[config.mk]
export PLATFORM = sky130hd
export DESIGN_NAME = inst_uncache_axi
export DESIGN_NICKNAME = d
export VERILOG_FILES = /design/src/rtl/inst_uncache_axi.sv
export SDC_FILE = /design/constraint.sdc
export NUM_CORES = 1
export LEC_CHECK = 0
export ABC_AREA = 1
export BUFFER_PORTS_ARGS = -buffer_cell sky130_fd_sc_hd__buf_2
export CAP_MARGIN = 10
export CORE_ASPECT_RATIO = 0.8
export CORE_MARGIN = 2
export CORE_UTILIZATION = 45
export DETAILED_ROUTE_END_ITERATION = 16
export MAX_ROUTING_LAYER = met4
export PLACE_DENSITY = 0.85
export SYNTH_ARGS = -nofsm -noshare
export SYNTH_HDL_FRONTEND = slang
export SYNTH_SLANG_ARGS = --single-unit
[constraint.sdc]
create_clock -name clk -period 2.9 [get_ports clk]
set_input_delay 0.435 -clock clk [delete_from_list [all_inputs] [get_ports clk]]
set_output_delay 0.435 -clock clk [all_outputs]
set_load 0.03 [all_outputs]
[src/rtl/inst_uncache_axi.sv]
// inst_uncache_axi: serves uncached instruction fetches with single-beat AXI4 reads.
// Optional `INST_UC_BUSERR_EN adds buserr_o, which reports SLVERR/DECERR on the returned word.
module inst_uncache_axi #(
    parameter logic [3:0]  AXI_ID     = 4'h0,
    parameter logic [31:0] RESET_INST = 32'h0
) (
    input  logic        clk,
    input  logic        rst,
    input  logic        req_i,
    input  logic [31:0] addr_i,
    input  logic        flush_i,
    output logic [31:0] inst_o,
    output logic        valid_o,
    output logic        axi_stall_o,
`ifdef INST_UC_BUSERR_EN
    output logic        buserr_o,
`endif
    output logic [3:0]  arid,
    output logic [31:0] araddr,
    output logic [7:0]  arlen,
    output logic [2:0]  arsize,
    output logic [1:0]  arburst,
    output logic        arvalid,
    input  logic        arready,
    input  logic [31:0] rdata,
    input  logic [1:0]  rresp,
    input  logic        rlast,
    input  logic        rvalid,
    output logic        rready
);
    typedef enum logic [2:0] {IDLE, AR, R, DONE, DRAIN} state_t;
    state_t state;
    logic cancel, accept, misalign, last_beat, kill, unused_bits;
    assign accept      = state == IDLE && req_i && !flush_i && addr_i[1:0] == 2'b00;
    assign misalign    = state == IDLE && req_i && !flush_i && addr_i[1:0] != 2'b00;
    assign last_beat   = rvalid && rready && rlast;
    assign kill        = cancel || flush_i;
    assign arid        = AXI_ID;
    assign arlen       = 8'd0;
    assign arsize      = 3'b010;
    assign arburst     = 2'b01;
    assign valid_o     = state == DONE && !flush_i;
    assign axi_stall_o = accept || state == AR || state == R || state == DRAIN;
    assign unused_bits = ^{addr_i[31:29], rresp};
`ifdef INST_UC_BUSERR_EN
    logic buserr;
    assign buserr_o = valid_o && buserr;
`endif
    always_ff @(posedge clk) begin
        if (rst) begin
            state   <= IDLE;
            arvalid <= 1'b0;
            rready  <= 1'b0;
            cancel  <= 1'b0;
            inst_o  <= RESET_INST;
            araddr  <= 32'h0;
`ifdef INST_UC_BUSERR_EN
            buserr  <= 1'b0;
`endif
        end else begin
            case (state)
                IDLE: begin
                    cancel <= 1'b0;
                    if (accept) begin
                        state   <= AR;
                        arvalid <= 1'b1;
                        araddr  <= {3'b000, addr_i[28:0]};
                    end else if (misalign) begin
                        state  <= DONE;
                        inst_o <= 32'h0;
`ifdef INST_UC_BUSERR_EN
                        buserr <= 1'b0;
`endif
                    end
                end
                AR: begin
                    cancel <= kill;
                    if (arready) begin
                        state   <= kill ? DRAIN : R;
                        arvalid <= 1'b0;
                        rready  <= 1'b1;
                    end
                end
                R: begin
                    cancel <= kill;
                    // a flush arriving with the last beat already discards it
                    if (last_beat) begin
                        rready <= 1'b0;
                        state  <= kill ? IDLE : DONE;
`ifdef INST_UC_BUSERR_EN
                        if (!kill) inst_o <= rresp[1] ? 32'h0 : rdata;
                        if (!kill) buserr <= rresp[1];
`else
                        if (!kill) inst_o <= rdata;
`endif
                    end
                end
                DRAIN: begin
                    if (last_beat) begin
                        rready <= 1'b0;
                        state  <= IDLE;
                    end
                end
                default: state <= IDLE;
            endcase
        end
    end
endmodule

Yosys cells after proc, flatten, opt, wreduce, memory -nomap -nowiden
Cells that the tools add are included.
{"block": "word_totals", "ff_bits": 67, "latch_bits": 0, "ram_bits": 0, "rom_bits": 0, "in_bits": 73, "output_inout_bits": 85, "mem_count": 0}
{"block": "classes", "addsub": 0, "n_mul": 0, "div": 0, "order_cmp": 0, "n_eq_ne": 13, "n_shift": 0, "mux": 20, "bitwise_logic": 0, "reduce_logical": 26}
{"operator": "$mux 32", "count": 4}
{"operator": "$pmux 32 s2", "count": 1}
{"operator": "$mux 3", "count": 6}
{"operator": "$ne 2x2->1 const B", "count": 7}
{"operator": "$pmux 3 s4", "count": 1}
{"operator": "$reduce_bool 2->1", "count": 5}
{"operator": "$logic_and 1x1->1", "count": 7}
{"operator": "$eq 3x2->1 const B", "count": 2}
{"operator": "$pmux 1 s2", "count": 3}
{"operator": "$reduce_and 3->1", "count": 2}
{"operator": "$reduce_and 5->1", "count": 1}
{"operator": "$logic_or 1x1->1", "count": 4}
{"operator": "$mux 1", "count": 4}
{"operator": "$reduce_and 4->1", "count": 1}
{"operator": "$reduce_or 2->1", "count": 2}
{"operator": "$eq 3x1->1 const B", "count": 1}
{"operator": "$eq 3x3->1 const B", "count": 1}
{"operator": "$logic_not 3->1", "count": 1}
{"operator": "$ne 3x3->1 const B", "count": 1}
{"operator": "$logic_not 2->1", "count": 1}
{"operator": "$mux 2", "count": 1}
{"operator": "$ne 2x1->1 const B", "count": 1}
{"operator": "$reduce_and 2->1", "count": 1}
{"operator": "$logic_not 1->1", "count": 1}

Logic depth before layout (Yosys ltp)
Gate-level depths: netlist of the first run.
{"block": "logic_depth", "depth_word": 7, "ltp_mapped": 10, "depth_no_buf": 8}

Least setup slack after synthesis of the first run
No wires, ideal clock.
{"block": "synth_timing", "path_type": "register -> output", "from": "register state[1]", "to": "output valid_o", "arrival_time_ps": 1432, "required_time_ps": 2465, "setup_slack_ps": 1033, "path_stages_with_launch": 3, "path_buffers": 0, "path_cell_list": "dfxtp_1 inv_2 nor4_1"}
{"block": "synth_via", "elab_chain_cells": 2}
{"item": "start, declared", "line_no": "32", "rtl": "state_t state;"}
{"item": "start signal, assigned", "line_no": "79", "rtl": "state <= kill ? DRAIN : R;"}
{"item": "start signal, assigned", "line_no": "89", "rtl": "state <= kill ? IDLE : DONE;"}
{"item": "$eq 3x2->1", "line_no": "42", "rtl": "assign valid_o = state == DONE && !flush_i;"}
{"item": "$logic_and 1x1->1", "line_no": "42"}
{"item": "end, declared", "line_no": "13", "rtl": "output logic valid_o,"}
Every way passes these cells.

Final worst setup path of the first run
{"block": "layout_timing", "from": "register state[1]", "to": "output axi_stall_o"}
{"block": "layout_via", "elab_chain_cells": 7, "word_cells_on_any_way": 10}
{"item": "$logic_not 3->1", "line_no": "34", "rtl": "assign accept = state == IDLE && req_i && !flush_i && addr_i[1:0] == 2'b00;"}
{"item": "$logic_and 1x1->1 (3 in a row)", "line_no": "34"}
{"item": "$logic_or 1x1->1 (2 in a row)", "line_no": "43", "rtl": "assign axi_stall_o = accept || state == AR || state == R || state == DRAIN;"}
{"item": "$logic_or 1x1->1 (*)", "line_no": "43"}
{"item": "end, declared", "line_no": "14", "rtl": "output logic axi_stall_o,"}
Every way passes the cells marked *; elsewhere a longest branch is shown, timed or not.

==> results of run 1 <==
-- power breakdown --
| group | switching, mW | total (mW) | internal [mW] |
|---|---|---|---|
| logic | 1.36 | 1.95 | 0.597 |
| clock network | 0.324 | 0.697 | 0.374 |
| registers | 0.0996 | 1.20 | 1.10 |
| total | 1.78 | 3.85 | 2.07 |
-- state kept, by name (all words and copies together), names as in the netlist --
register / count
araddr: 29
arvalid: 1
cancel: 1
inst_o: 32
rready: 1
state: 3
-- cells by family after synthesis --
group	count (synthesis)
buffers and inverters	87
AO/OA/AOI/OAI	47
AND/OR/NAND/NOR	235
flip-flops	67
other	2
-- through the flow --
stage	cells	setup WS, ps
3_3_place_gp	631	818
4_1_cts	646	538
3_5_place_dp	631	714
5_1_grt	646	415
2_1_floorplan	456	1030
6_report	646	617
-- synthesized netlist by cell type, drive strengths merged --
| library cell | instances | area share |
|---|---|---|
| nor4 | 1 | 0.0020 |
| a31oi | 1 | 0.0020 |
| o21ai | 27 | 0.044 |
| clkinv | 1 | 0.0012 |
| dfxtp | 67 | 0.44 |
| conb | 2 | 0.0025 |
| inv | 43 | 0.053 |
| buf | 31 | 0.076 |
| nor2 | 100 | 0.13 |
| clkbuf | 12 | 0.015 |
| nand4 | 18 | 0.037 |
| nand3 | 13 | 0.029 |
| nand2 | 103 | 0.14 |
| a21oi | 19 | 0.031 |
-- cell type report --
type | count | area (sq um)
Clock buffer | 13 | 169
Clock inverter | 2 | 10.0
Fill cell | 613 | 2660
Inverter | 44 | 165
Multi-Input combinational cell | 302 | 1340
Sequential cell | 67 | 1340
Tap cell | 84 | 105
Timing Repair Buffer | 134 | 676
-- path summary, 6_finish.rpt --
| kind | start | to | slack (ps) | cells past startpoint |
|---|---|---|---|---|
| worst max-delay path | state[1]$_SDFFE_PP0P_ | axi_stall_o | 620 | 6 |
| worst min-delay path | rdata[6] | inst_o[6]$_SDFFE_PP0P_ | 340 | 3 |
| worst max register to register | state[2]$_SDFFE_PP0P_ | araddr[28]$_SDFFE_PP0P_ | 810 | 7 |
| worst min register to register | araddr[0]$_SDFFE_PP0P_ | araddr[0]$_SDFFE_PP0P_ | 440 | 2 |
-- critical path: stages, from the launching register on --
cell and delay, ps:
dfxtp_1 470, inv_2 130, nand2_4 120, inv_2 70, nand2_1 340, nand4_1 170
buf_2 220
-- metal layers --
metal	vias up	global-route usage	part of all wire
met4	0	0.0529	0.0063
met2	127	0.322	0.46
li1	1552	-	-
met5	-	-	0
met1	1318	0.213	0.43
met3	4	0.0757	0.10
==> results.cfg, run 1 <==
[sta]
hold_slack_ps = 339
fin_setup_tns_ps = 0
slew_viol_final = 0
finalHoldViolations = 0
min_period_ps = 2280
relSlewSlack = 0.374
max_freq_mhz = 438
finClkSkew_ps = 10.0
rsz0062_at_grt = no
setup_viol = 0
worstMarginPinSlew_ps = 938
post-route-period-util = 0.787

[synth]
yosysWarningCount = 0
synth_top_family_by_area = simple AND/OR/NAND/NOR gates
synthMuxAreaShare = 0
synth_xor_area_frac = 0
yosysUniqueCellTypes = 24
yosys_register_bits = 67
synth_compound_area_frac = 0.0772
avgSynthCellArea_sq_um = 6.99
syn_area_sq_um = 3060
ys_seq_area_frac = 0.438
synth_fa_ha_area_frac = 0
synthSimpleGateAreaFrac = 0.337
syn-instance-count = 438

[global_routing]
grt_pass1_vias = 2678
antenna_found_initial = 0
grt_overflow_total = 0
grt_max_degree = 48
grt_pass1_wl_mm = 11.2
grt.total_usage = 0.193

[floorplan]
die_x_microns = 96.2
die_area_sq_um = 7490
initial_core_util = 0.473
num_rows = 26
core_region_area_sq_um = 6470
chipHeight_microns = 77.8
num_io_pins = 158

[critical_path]
cp.required_ps = 2470
cp-start-kind = flip-flop
crit_type = flip-flop to output port
crit_fanout = 14
worstPathArrival_ps = 1850
critPathCaptureType = output port

[detailed_routing]
drt_iter0_drc = 173
drc = 0
totalWireLength_mm = 7.20
routedWlPerCell_microns = 11.1
via_per_inst = 4.65
drtAntennaViolNets = 0
first_pass_iters = 4
vias = 3001

[cts]
cts-resized-gates = 0
post-cts-setup-buffer-count = 0
h-tree-depth = 3
clock_latency_ps = 330
clock-sinks = 67
cts.reportedPaths.clkPinSlew_ps = 70
root_buffer = clkbuf_8
cts_buffer_depth = 2
cts_made_buffers = 9
cts_tree = yes
postCtsHoldBufs = 0

[finish]
final_util = 0.589
layout_common_cells = buf_2, nor2_1, nand2_1
stdcell_area_sq_um = 3810
final_common_cell = buf_2
syn2layout_area_growth_pct = 24.4
drive_gt1_frac = 0.297
nets = 631
diodes = 0

[power_and_ir_drop]
fin_total_pwr_mw = 3.85
ir_drop_uv = 564
p_per_area_nw_per_um2 = 1010
leakage_nw = 2.02

[placed_design]
portBuffers = 132
gp_congestion = 0.823
dpl_cell_area_sq_um = 3630
dp_hpwl_mm = 5.15

[hold_path]
min_path_type = input port to flip-flop

[job]
max_cap_viol_count = 0

[outcome]
status = finished, final reports clean
Power figures use the tool's default switching activity.
==> run 2, diff against run 1 <==
- CORE_UTILIZATION: 45 -> 41
- PLACE_DENSITY: 0.85 -> 0.81
- clock period: 2.9 -> 2 ns (I/O delays scaled with it)
==> results.cfg, run 2 (synthesized netlist as in run 1, its figures left out) <==
[cts]
cts.reportedPaths.clkPinSlew_ps = 70
h-tree-depth = 3
root_buffer = clkbuf_8
clock-sinks = 67
cts_buffer_depth = 2
postCtsHoldBufs = 0
clock_latency_ps = 330
cts_made_buffers = 9
cts_tree = yes

[critical_path]
critPathCaptureType = output port
critical_path_buf_inv_count = 2
cp.required_ps = 1700
cp_cell_sequence = nor2_4 > nand2_4 > inv_2 > nand2_2 > nand4_1 > buf_2
crit_fanout = 8
crit_type = flip-flop to output port
worstSetupStartpoint = state[2]$_SDFFE_PP0P_
r2r_start = state[2]$_SDFFE_PP0P_
cp_slowest_cell = dfxtp_1
worstPathArrival_ps = 1600
slowest_delay_ps = 390
path_delay_family = simple AND/OR/NAND/NOR gates
cp-start-kind = flip-flop

[global_routing]
grt_pass1_wl_mm = 11.8
grt_overflow_total = 0
grt_max_degree = 47
grt.total_usage = 0.188
grt_pass1_vias = 2765
antenna_found_initial = 0

[detailed_routing]
drc = 0
via_per_inst = 4.69
vias = 3089
totalWireLength_mm = 7.56
routedWlPerCell_microns = 11.5
drtAntennaViolNets = 0
first_pass_iters = 4
drt_iter0_drc = 106

[finish]
fillCellCount = 703
regMostFlops = inst_o
final_common_cell = buf_2
largest_register_ffs = 32
final_util = 0.539
diodes = 0
fin_cells = 659
reg_top3 = inst_o x32, araddr x29, state x3
nets = 637
layout_common_cells = buf_2, nor2_1, nand2_1
drive_gt1_frac = 0.311
syn2layout_area_growth_pct = 29.0
stdcell_area_sq_um = 3950

[sta]
finalHoldViolations = 0
rsz0062_at_grt = no
setup_viol = 0
slew_viol_final = 0
max_freq_mhz = 527
hold_slack_ps = 194
min_period_ps = 1900
worst_slack_ps = 103
post-route-period-util = 0.949
fin_setup_tns_ps = 0
finClkSkew_ps = 4.08

[floorplan]
chipHeight_microns = 81.3
die_area_sq_um = 8180
core_region_area_sq_um = 7320
initial_core_util = 0.418
num_io_pins = 158
die_x_microns = 101
num_rows = 28

[power_and_ir_drop]
leakage_nw = 2.08
switching_share = 0.437
clkPwrFrac = 0.228
fin_total_pwr_mw = 6.05
power.switching_mw = 2.64
internal_power_mw = 3.41
comb_power_share = 0.485
p_per_area_nw_per_um2 = 1530
ir_drop_uv = 694
pwr-share-seq = 0.288

[placed_design]
dpl_cell_area_sq_um = 3700
gp_congestion = 0.839
portBuffers = 132
place_inst = 643
dp_hpwl_mm = 5.40
pre_cts_ws_ps = 254

[hold_path]
holdCritStartpoint = rdata[31]
min_path_type = input port to flip-flop

[job]
max_cap_viol_count = 0

[outcome]
status = finished, final reports clean
run 2: changes by cell type in the layout (fill, tap and decap cells not counted):
cell        delta
clkinv_2       -2
buf_12         +1
nand2_1        -1
buf_4          +5
nand2_2        +1
bufinv_16      +3
clkinvlp_4     +3
clkbuf_8       -2
dfxtp_1        -1
clkbuf_1       -1
dfxtp_2        +1
run 2: what timing repair did:
action,in CTS,in global routing
gates resized for setup,1,1
endpoints found under the setup margin,1,1
setup buffers,0,0
run 2: worst paths after layout:
path / slack, ps / endpoint / depth (start not counted)
hold reg to reg: 440 / araddr[1]$_SDFFE_PP0P_ / 2
setup reg to reg: 320 / inst_o[25]$_SDFFE_PP0P_ / 8
hold / removal: 190 / inst_o[31]$_SDFFE_PP0P_ / 3
setup / recovery: 100 / axi_stall_o / 6
run 2: power groups by stage:
stage,Combinational [mW],Sequential (mW),Clock [mW]
3_3_place_gp,2.86,1.75,0
5_1_grt,3.29,1.77,1.47
6_report,2.94,1.74,1.38
2_1_floorplan,1.96,2.17,0
3_5_place_dp,2.94,1.77,0
4_1_cts,2.96,1.74,1.43
run 2: metal layers:
layer,GRT usage,wire length (microns),vias up
met5,-,0,-
met2,0.336,3730,121
met4,0.0575,80,0
met1,0.199,3200,1392
met3,0.0585,548,10
li1,-,-,1566
run 2: area by class of cell:
type	instances	area [sq um]	share of cell area
Inverter	44	165	0.0418
Multi-Input combinational cell	302	1350	0.341
Clock inverter	6	113	0.0285
Clock buffer	10	138	0.0348
Tap cell	90	113	0.0285
Timing Repair Buffer	140	733	0.186
Sequential cell	67	1340	0.340
run 2: worst min-delay path, cell delays in order:
cell     delay, ps
buf_2           80
a21oi_1         50
nor2_1          70
==> run 3, diff against run 2 <==
--- a/config.mk
+++ b/config.mk
@@ -8,2 +8,3 @@
 export ABC_AREA = 1
+export ABC_CLOCK_PERIOD_IN_PS = 2000
 export BUFFER_PORTS_ARGS = -buffer_cell sky130_fd_sc_hd__buf_2
==> constraint.sdc (replaced) <==
create_clock -name clk -period 2 [get_ports clk]
set_input_delay 0.1 -clock clk [delete_from_list [all_inputs] [get_ports clk]]
set_output_delay 0.1 -clock clk [all_outputs]
set_load 0.03 [all_outputs]
==> results.cfg, run 3 (synthesized netlist as in run 1, its figures left out) <==
[critical_path]
rr_worst_depth = 7
critPathCaptureType = flip-flop
crit_fanout = 23
crit_type = flip-flop to flip-flop
worstPathArrival_ps = 2000
r2r-end = inst_o[1]$_SDFFE_PP0P_
r2r_start = state[2]$_SDFFE_PP0P_
cp.required_ps = 2220
reg2reg_setup_slack_ps = 220
worstSetupStartpoint = state[2]$_SDFFE_PP0P_
cp-start-kind = flip-flop

[detailed_routing]
totalWireLength_mm = 8.17
first_pass_iters = 4
vias = 3169
via_per_inst = 4.69
routedWlPerCell_microns = 12.1
drtAntennaViolNets = 0
drc = 0
drt_iter0_drc = 129

[placed_design]
dpl_cell_area_sq_um = 3710
gp_congestion = 0.809
portBuffers = 132
pre_cts_ws_ps = 243
dp_hpwl_mm = 5.54

[finish]
largest_register_ffs = 32
layout_common_cells = buf_2, nor2_1, nand2_1
final_common_cell = buf_2
syn2layout_area_growth_pct = 32.9
final_util = 0.556
drive_gt1_frac = 0.296
nets = 652
reg_top3 = inst_o x32, araddr x29, state x3
stdcell_area_sq_um = 4070
regMostFlops = inst_o

[floorplan]
die_x_microns = 101
num_rows = 28
die_area_sq_um = 8180
chipHeight_microns = 81.3
core_region_area_sq_um = 7320
initial_core_util = 0.418
num_io_pins = 158

[power_and_ir_drop]
fin_total_pwr_mw = 5.94
ir_drop_uv = 811
leakage_nw = 2.13
p_per_area_nw_per_um2 = 1460

[outcome]
status = finished, final reports clean

[global_routing]
antenna_found_initial = 1
grt.total_usage = 0.202
grt_overflow_total = 0
grt_pass1_vias = 2834
grt_pass1_wl_mm = 12.7
grt_max_degree = 33

[cts]
root_buffer = clkbuf_8
clock-sinks = 67
cts_tree = yes
cts.reportedPaths.clkPinSlew_ps = 70
cts_made_buffers = 9
clock_latency_ps = 330
cts_buffer_depth = 2
h-tree-depth = 3

[sta]
setup_viol = 0
rsz0062_at_grt = no
fin_setup_tns_ps = 0
finClkSkew_ps = 5.55
worst_slack_ps = 224
slew_viol_final = 0
max_freq_mhz = 563
post-route-period-util = 0.888
finalHoldViolations = 0
min_period_ps = 1780

[hold_path]
holdCritStartpoint = addr_i[6]
whs_endpoint = araddr[6]$_SDFFE_PP0P_
min_path_type = input port to flip-flop
min_path_cells = 3

[job]
max_cap_viol_count = 0
==> run 3: worst max path at each step <==
stage                              endpoint  slack (ps)  cells after the start
global placement    inst_o[24]$_SDFFE_PP0P_         320                      7
detailed placement   inst_o[1]$_SDFFE_PP0P_         240                      7
CTS                  inst_o[1]$_SDFFE_PP0P_         230                      7
global route         inst_o[1]$_SDFFE_PP0P_          70                      8
floorplan                           valid_o         470                      2
finish               inst_o[1]$_SDFFE_PP0P_         220                      7
==> run 3: cell type report <==
type	count	area [sq um]
Fill cell	685	3250
Multi-Input combinational cell	302	1340
Sequential cell	67	1340
Timing Repair Buffer	155	896
Inverter	44	165
Clock buffer	11	131
Tap cell	90	113
Clock inverter	5	77.6
Antenna cell	1	2.50
==> run 3: metrics by stage <==
stage,instances,hold slack (ps)
after floorplan,456,169
after global placement,643,327
after detailed placement,643,334
after CTS,674,3.35
after global routing,675,23.3
final,675,21.8
==> run 3: routing by layer <==
layer | wire [microns] | track usage | vias up | share of wire
met4 | 105 | 0.0575 | 0 | 0.013
li1 | - | - | 1597 | -
met5 | 0 | - | - | 0
met3 | 645 | 0.0731 | 8 | 0.079
met2 | 4000 | 0.347 | 127 | 0.49
met1 | 3420 | 0.221 | 1437 | 0.42
==> run 3: where the power goes <==
| part | internal [mW] | switching (mW) |
|---|---|---|
| clock network | 0.699 | 0.503 |
| registers | 1.59 | 0.149 |
| logic | 0.974 | 2.02 |
==> run 3: worst max-delay path, cell delays in order (launching register included) <==
cell and delay [ps]:
dfxtp_1 380, nor2_4 200, nand3_2 150, nand2_4 220, nand3_4 270, buf_12 250
a21oi_1 140, nor2_1 50
==> run 3: timing repair <==
item / CTS / global route
buffers inserted: 0 / 0
hold buffers: 15 / 0
endpoints found under the hold margin: 15 / 0
gates resized for setup: 0 / 0
